===== src/rtl/dmem_access_ctrl.sv =====
// Load/store front end between the EX/MEM datapath and a word-organised DMEM.
// Handles address decode, bounds/alignment checks, extending loads and RMW sub-word stores.
module dmem_access_ctrl #(
  parameter int          ADDR_W    = 11,
  parameter logic [31:0] BASE_ADDR = 32'h10010000
) (
  input  logic              i_clk,
  input  logic              i_rst,
  input  logic              i_req,
  input  logic              i_req_we,
  input  logic [1:0]        i_req_size,
  input  logic              i_req_sext,
  input  logic [31:0]       i_req_addr,
  input  logic [31:0]       i_req_wdata,
  output logic              o_busy,
  output logic              o_ack,
  output logic              o_err,
  output logic [31:0]       o_rdata,
  output logic              o_DMEM_ena,
  output logic              o_DMEM_W,
  output logic              o_DMEM_R,
  output logic [ADDR_W-1:0] o_DM_addr,
  output logic [31:0]       o_DM_wdata,
  input  logic [31:0]       i_DM_rdata
);

  typedef enum logic [2:0] {
    S_IDLE,
    S_LD,
    S_ST,
    S_RMW_RD,
    S_RMW_WR,
    S_DONE
  } state_t;

  state_t r_state;
  state_t w_next;

  logic [31:0]       w_off;
  logic              w_oob;
  logic              w_misalign;
  logic              w_reqErr;
  logic [31:0]       w_shifted;
  logic [31:0]       w_loadData;
  logic [31:0]       w_mergeData;

  logic [1:0]        r_size;
  logic              r_sext;
  logic [1:0]        r_lane;
  logic [ADDR_W-1:0] r_wordIdx;
  logic [31:0]       r_wdata;
  logic              r_err;
  logic [31:0]       r_merge;
  logic [31:0]       r_rdata;

  // Unsigned wrap makes addresses below BASE_ADDR land in the out-of-range test as well.
  assign w_off      = i_req_addr - BASE_ADDR;
  assign w_oob      = |(w_off >> (ADDR_W + 2));
  assign w_misalign = ((i_req_size == 2'b01) && w_off[0]) ||
                      ((i_req_size == 2'b10) && (w_off[1:0] != 2'b00));
  assign w_reqErr   = w_oob || w_misalign || (i_req_size == 2'b11);

  assign w_shifted = i_DM_rdata >> {r_lane, 3'b000};

  always_comb begin
    w_loadData = i_DM_rdata;
    case (r_size)
      2'b00:   w_loadData = r_sext ? {{24{w_shifted[7]}}, w_shifted[7:0]}
                                   : {24'h000000, w_shifted[7:0]};
      2'b01:   w_loadData = r_sext ? {{16{w_shifted[15]}}, w_shifted[15:0]}
                                   : {16'h0000, w_shifted[15:0]};
      default: w_loadData = i_DM_rdata;
    endcase
  end

  // Half-word lanes are always 0 or 2 here, so lane[1] alone picks the half.
  always_comb begin
    w_mergeData = i_DM_rdata;
    if (r_size == 2'b00) begin
      w_mergeData[{r_lane, 3'b000} +: 8] = r_wdata[7:0];
    end else begin
      w_mergeData[{r_lane[1], 4'b0000} +: 16] = r_wdata[15:0];
    end
  end

  always_ff @(posedge i_clk or posedge i_rst) begin
    if (i_rst) begin
      r_state <= S_IDLE;
    end else begin
      r_state <= w_next;
    end
  end

  always_ff @(posedge i_clk or posedge i_rst) begin
    if (i_rst) begin
      r_size    <= 2'b00;
      r_sext    <= 1'b0;
      r_lane    <= 2'b00;
      r_wordIdx <= '0;
      r_wdata   <= 32'h0;
      r_err     <= 1'b0;
      r_merge   <= 32'h0;
      r_rdata   <= 32'h0;
    end else begin
      if ((r_state == S_IDLE) && i_req) begin
        r_size    <= i_req_size;
        r_sext    <= i_req_sext;
        r_lane    <= w_off[1:0];
        r_wordIdx <= w_off[ADDR_W+1:2];
        r_wdata   <= i_req_wdata;
        r_err     <= w_reqErr;
      end
      if (r_state == S_LD) begin
        r_rdata <= w_loadData;
      end
      if (r_state == S_RMW_RD) begin
        r_merge <= w_mergeData;
      end
    end
  end

  // DMEM strobes decode straight from state so an async reset drops them at once.
  always_comb begin
    w_next     = r_state;
    o_busy     = 1'b1;
    o_ack      = 1'b0;
    o_err      = 1'b0;
    o_DMEM_ena = 1'b0;
    o_DMEM_W   = 1'b0;
    o_DMEM_R   = 1'b0;
    o_DM_addr  = r_wordIdx;
    o_DM_wdata = 32'h0;
    case (r_state)
      S_IDLE: begin
        o_busy    = 1'b0;
        o_DM_addr = '0;
        if (i_req) begin
          if (w_reqErr) begin
            w_next = S_DONE;
          end else if (!i_req_we) begin
            w_next = S_LD;
          end else if (i_req_size == 2'b10) begin
            w_next = S_ST;
          end else begin
            w_next = S_RMW_RD;
          end
        end
      end
      S_LD: begin
        o_DMEM_ena = 1'b1;
        o_DMEM_R   = 1'b1;
        w_next     = S_DONE;
      end
      S_ST: begin
        o_DMEM_ena = 1'b1;
        o_DMEM_W   = 1'b1;
        o_DM_wdata = r_wdata;
        w_next     = S_DONE;
      end
      S_RMW_RD: begin
        o_DMEM_ena = 1'b1;
        o_DMEM_R   = 1'b1;
        w_next     = S_RMW_WR;
      end
      S_RMW_WR: begin
        o_DMEM_ena = 1'b1;
        o_DMEM_W   = 1'b1;
        o_DM_wdata = r_merge;
        w_next     = S_DONE;
      end
      S_DONE: begin
        o_ack  = 1'b1;
        o_err  = r_err;
        w_next = S_IDLE;
      end
      default: begin
        o_busy    = 1'b0;
        o_DM_addr = '0;
        w_next    = S_IDLE;
      end
    endcase
  end

  assign o_rdata = r_rdata;

endmodule


===== config.mk =====
export PLATFORM = sky130hd
export DESIGN_NAME = dmem_access_ctrl
export DESIGN_NICKNAME = d
export VERILOG_FILES = /design/src/rtl/dmem_access_ctrl.sv
export SDC_FILE = /design/constraint.sdc
export NUM_CORES = 1
export LEC_CHECK = 0
export ABC_AREA = 1
export BUFFER_PORTS_ARGS = -buffer_cell sky130_fd_sc_hd__buf_2
export CAP_MARGIN = 20
export CELL_PAD_IN_SITES_DETAIL_PLACEMENT = 0
export CELL_PAD_IN_SITES_GLOBAL_PLACEMENT = 1
export CORE_MARGIN = 3
export CORE_UTILIZATION = 34
export DETAILED_ROUTE_END_ITERATION = 8
export PLACE_DENSITY_LB_ADDON = 0.1
export SLEW_MARGIN = 20
export SYNTH_ARGS = -nofsm -noshare
export SYNTH_HDL_FRONTEND = slang
export SYNTH_SLANG_ARGS = --single-unit

===== constraint.sdc =====
create_clock -name i_clk -period 3.45 [get_ports i_clk]
set_input_delay 0.5175 -clock i_clk [delete_from_list [all_inputs] [get_ports i_clk]]
set_output_delay 0.5175 -clock i_clk [all_outputs]
set_load 0.005 [all_outputs]

### Word-level counts from Yosys, hierarchy flattened

Index checks and enable logic that the tools add are counted.

* output and inout bits: 81
* logic and storage cells: 61
* ROM bits: 0
* register bits: 116
* memories: 0
* memory bits (writable): 0
* input bits: 103
* bits in latches: 0

* bitwise logic cells: 0
* multiplexer cells: 19
* divide/modulo/power cells: 0
* add/subtract/negate cells: 3
* $lt $le $gt $ge: 0
* reduce and logical (&&, ||, !) cells: 15
* equal/unequal tests: 10
* shifts and indexed selects: 5
* multiply operators: 0

Operators by type and width (number)
* case mux 32 bit (2 select lines): 2
* two-way mux 32 bit: 3
* bitwise mux 32 bit: 2
* variable shift 16 x 7 -> 32 bit, first input constant: 1
* variable shift 8 x 7 -> 32 bit, first input constant: 1
* variable part select 16 x 7 -> 32 bit: 1
* variable part select 8 x 7 -> 32 bit: 1
* >> shifter 32 x 5 -> 16 bit: 1
* subtractor 32 x 29 -> 32 bit, second input constant: 1
* OR reduction 19 bit: 1
* negation 5 -> 7 bit: 2
* two-way mux 11 bit: 1
* case mux 3 bit (3 select lines): 1
* two-way mux 1 bit: 7
* == test 3 x 2 -> 1 bit, second input constant: 2
* == test 3 bit, second input constant: 2
* two-way mux 3 bit: 2
* OR reduction 5 bit: 1
* == test 2 x 1 -> 1 bit, second input constant: 2
* == test 2 bit, second input constant: 2
* OR reduction 2 bit: 2
* OR reduction 4 bit: 1
* == test 3 x 1 -> 1 bit, second input constant: 1
* logical AND 1 bit: 3
* 7 further kinds: 9

### Longest topological paths before layout

* word-level depth: 9
* mapped depth: 13
* depth with buffers taken out: 13

### Least setup slack after synthesis

OpenSTA, ideal clock, no wires.

* kind: reg-to-reg
* start: reg r_lane[1]
* end: reg r_merge[1]
* path slack: 1.484 ns
* path buffers: 3
* library setup time: 0.083 ns
* cell stages (with the launch flop): 10
* required time: 3.367 ns
* period minus slack after synthesis: 1.966 ns
* arrival time: 1.883 ns
* path through: dfrtp_1 > inv_2 > clkbuf_1 > ha_1 > clkbuf_1 > buf_1 > nand4_1 > o21ai_0 > o211ai_1 > o21ai_0

* longest elaborated chain between the ends: 4
* elaborated cells on any way between the ends: 9
* those cells by class: 2 x add/sub; 4 x shift; 3 x mux

RTL lines
* start: declaration: line 49 `logic [1:0] r_lane;`
* start signal: assignment: line 108 `r_lane <= w_off[1:0];`
* negation 5 -> 7 bit (on tied branches): line 82, 80
* variable part select 16 x 7 -> 32 bit (tied with other cells): line 82 `w_mergeData[{r_lane[1], 4'b0000} +: 16] = r_wdata[15:0];`
* bitwise mux 32 bit (on tied branches): line 82, 80
* two-way mux 32 bit *: line 79 `if (r_size == 2'b00) begin`
* end signal: assignment: line 117 `r_merge <= w_mergeData;`
* end: declaration: line 53 `logic [31:0] r_merge;`

Every way passes the cells marked *; elsewhere a longest branch is shown, timed or not.
A chain may end at the register's enable or synchronous reset.

### Worst setup path after layout

* start: reg r_state[2]
* end: out o_DMEM_ena

* longest elaborated chain between the ends: 3
* elaborated cells on any way between the ends: 6
* those cells by class: 4 x eq/ne; 1 x mux; 1 x reduce/logical

RTL lines
* start: declaration: line 36 `state_t r_state;`
* start signal: assignment: line 90 `r_state <= w_next;`
* == test 3 x 1 -> 1 bit (tied with other cells): line 133 `case (r_state)`
* OR reduction 4 bit (no line) *
* two-way mux 1 bit *: line 133
* end: declaration: line 19 `output logic o_DMEM_ena,`

Marked as above.

==> results by group <==
Status
  • Run status: completed

STA
  • Final Critical Period: 2.648 ns
  • RSZ-0062 raised after global routing: no
  • Final Max Slew Viols: 0
  • PnR worst setup slack: 0.8018 ns
  • Final hold vios: 0
  • Slew HR: 0.3855
  • Setup_tns: 0 ns
  • Final period utilization: 0.7676
  • Worst Skew: 0.01118 ns
  • F_max: 377.6 MHz
  • Worst-Margin Slew: 0.9217 ns
  • Setup violations, final: 0

Synthesis
  • Mean Syn Cell Area: 7.392 um2
  • Leading cell types by total area after synthesis: dfrtp_1, o21ai_0, inv_1
  • Yosys warns: 0
  • Synth cell types: 34
  • Synth area leader: dfrtp_1
  • Post-synth EDFFs: 0
  • Post-synth top area share: 0.4204
  • Seq/Total Area, Yosys: 0.4204
  • Post-synth ARST share: 1.000
  • Cell Area, Synth: 0.006904 mm2
  • #FFs+latches synth: 116
  • Syn_nets: around 1,000
  • Synthesized instance count: 934
  • Top FF cell, synth: dfrtp_1

Layout
  • Ant diodes: 0
  • Most frequent cells in the layout: buf_2, o21ai_0, inv_1
  • Layout cells sized above 1: 0.2350
  • Area delta synth->final: 25.24%
  • Commonest non-fill, non-tap cell in the layout: buf_2
  • Finished Core Util: 0.4385
  • Fin nets: 1,201

Power
  • PwrDens: 872.7 mW/mm2
  • Leak pwr: 4.315 nW
  • Max IR drop VDD: 568.3 uV
  • Pwr Total: 7.546 mW
  • Sequential power share: 0.283
  • Clock Power Share: 0.251
  • Int Pwr: ~4.3 mW
  • Switch share: 0.4237
  • Comb pwr share: 0.466
  • Psw: 3.197 mW

Critical path
  • Worst setup path endpoint: o_DMEM_ena
  • CP arrival: around 2.1 ns
  • Required @ worst endpoint: just under 3 ns
  • Worst reg2reg endpoint: r_merge[29]
  • Crit path kind: reg2out
  • Critical Path Source Type: register
  • Critical path capture point type: output pin
  • Critical path peak fanout: 30
  • Worst r2r src: r_lane[1]
  • Reg2reg setup slack: 1.22 ns
  • CP startpoint: r_state[2]
  • Worst r2r path cells: 6

Global route
  • Grt ovf: 0
  • Vias in the first global route: 6,713
  • Initial antenna violation count: 0
  • GRT Util Overall: 0.2196
  • Largest net degree at the start of global routing: 71
  • First-pass GRT wire length: 37,790 um

CTS
  • H-tree depth: 4
  • Hold-fix buffers at CTS: 0
  • Clk buf depth: 2
  • Sink Count: 116
  • Reg clk slew, reported paths: around 0.05 ns
  • CTS buffer count: 17
  • CTS root buf: clkbuf_16
  • CTS tree: done
  • Postcts setup bufs: 0
  • Post-CTS Resized: 0
  • Worst skew pair latency: 0.43 ns

Detailed routing
  • Vias/cell: 5.094
  • Total number of vias: 6,963
  • Remaining DRCs: 0
  • Wirelength per Cell: roughly 18 um
  • Detailed Routing Iterations Pass 1: 5
  • Drt total wl: 24,120 um
  • Drt first-iter violations: 518
  • Final ANT Viol Nets: 0

Placed design
  • Place WS: 1.235 ns
  • Final HPWL DP: about 17,000 um
  • GPL Wtd Cong: ~0.86
  • Port Buffer Count: roughly 180

Floorplan
  • Initial Util: 0.3501
  • Die W: 148.5 um
  • Core area: 0.01972 mm2
  • Top-Level Pins: ~180
  • Die area: ~0.022 mm2
  • Row cnt: 51
  • Die height: 148.5 um

Min path
  • Hold WC Path Type: in2async

Flow run
  • Max cap viols: 0
-- sequential cells by signal, indices dropped and copies added, names as in the netlist --
register and cells:
o_rdata 32, r_merge 32, r_wdata 32, r_wordIdx 11
r_state 3, r_lane 2, r_size 2, r_err 1
r_sext 1
-- final cells by class --
cell class                      instances  area (um2)
Inverter                              152       574.3
Clock inverter                          9       153.9
Tap cell                              265       331.6
Multi-Input combinational cell        610        3161
Timing Repair Buffer                  195        1056
Clock buffer                           20       466.7
Fill cell                            2098       11070
Sequential cell                       116        2904
-- metrics by stage --
step / cell area [um2] / hold WS (ns) / cells
floorplan: 6908 / 0.4726 / 934
global placement: 8006 / 0.4615 / 1337
detailed placement: 8006 / 0.4695 / 1337
CTS: 8627 / 0.3112 / 1366
global route: 8647 / 0.05030 / 1367
finish: 8647 / 0.04892 / 1367
-- synth_stat cells, types with 2 or more instances --
| master | number |
|---|---|
| o21ai_0 | 155 |
| inv_1 | 145 |
| dfrtp_1 | 116 |
| nand2_1 | 112 |
| nor2_1 | 108 |
| a21oi_1 | 72 |
| o22ai_1 | 37 |
| buf_2 | 26 |
| clkbuf_1 | 23 |
| nand3_1 | 21 |
| o211ai_1 | 16 |
| o221ai_1 | 16 |
| mux2_2 | 15 |
| nand4_1 | 9 |
| inv_2 | 7 |
| o21ai_1 | 7 |
| a221oi_1 | 6 |
| a31oi_1 | 6 |
| ha_1 | 6 |
| nor2_2 | 6 |
| nor3_1 | 6 |
| a22o_1 | 3 |
| buf_6 | 3 |
| buf_1 | 2 |
| buf_4 | 2 |
-- metal layers --
metal / track usage / wire length, um / vias to the layer above
met2: 0.3539 / 11550 / 225
met1: 0.2994 / 10800 / 3275
met5: 0 / 0 / -
met3: 0.05637 / 1485 / 25
met4: 0.04804 / 286 / 0
li1: - / - / 3438
-- power groups by stage --
| stage | combinational, mW | clock [mW] | sequential, mW |
|---|---|---|---|
| after detailed placement | 3.52 | 0 | 2.15 |
| after floorplan | 2.35 | 0 | 2.08 |
| after CTS | 3.53 | 1.94 | 2.14 |
| after global routing | 4.01 | 1.99 | 2.19 |
| final | 3.52 | 1.90 | 2.13 |
| after global placement | 3.52 | 0 | 2.16 |
-- cell families (layout without fill, tap and decap cells) --
group                      Yosys count  in the layout  share of synthesized area
buffers and inverters              208            376                     0.1221
DFF                                116            116                     0.4204
adders and majority gates            6              6                    0.01087
and+or+nand+nor                    268            268                     0.1609
muxes                               15             15                    0.02447
AOI/OAI and AO/OA                  320            320                     0.2599
xor gates and xnor gates             1              1                   0.001269
-- worst min path at each step --
stage / from / to
3_5_place_dp: o_rdata[15] / o_rdata[15]
4_1_cts: i_req_wdata[22] / r_wdata[22]
6_report: i_rst / r_merge[11]
3_3_place_gp: o_rdata[14] / o_rdata[14]
5_1_grt: i_rst / r_merge[10]
2_1_floorplan: o_rdata[15] / o_rdata[15]
-- critical path, stage by stage (launching register included) --
cell	delay [ns]
dfrtp_1	0.48
inv_2	0.10
nor2_1	0.10
inv_2	0.46
nand2_1	0.21
nor2_1	0.18
inv_1	0.05
buf_2	0.12
Power figures use the tool's default switching activity.
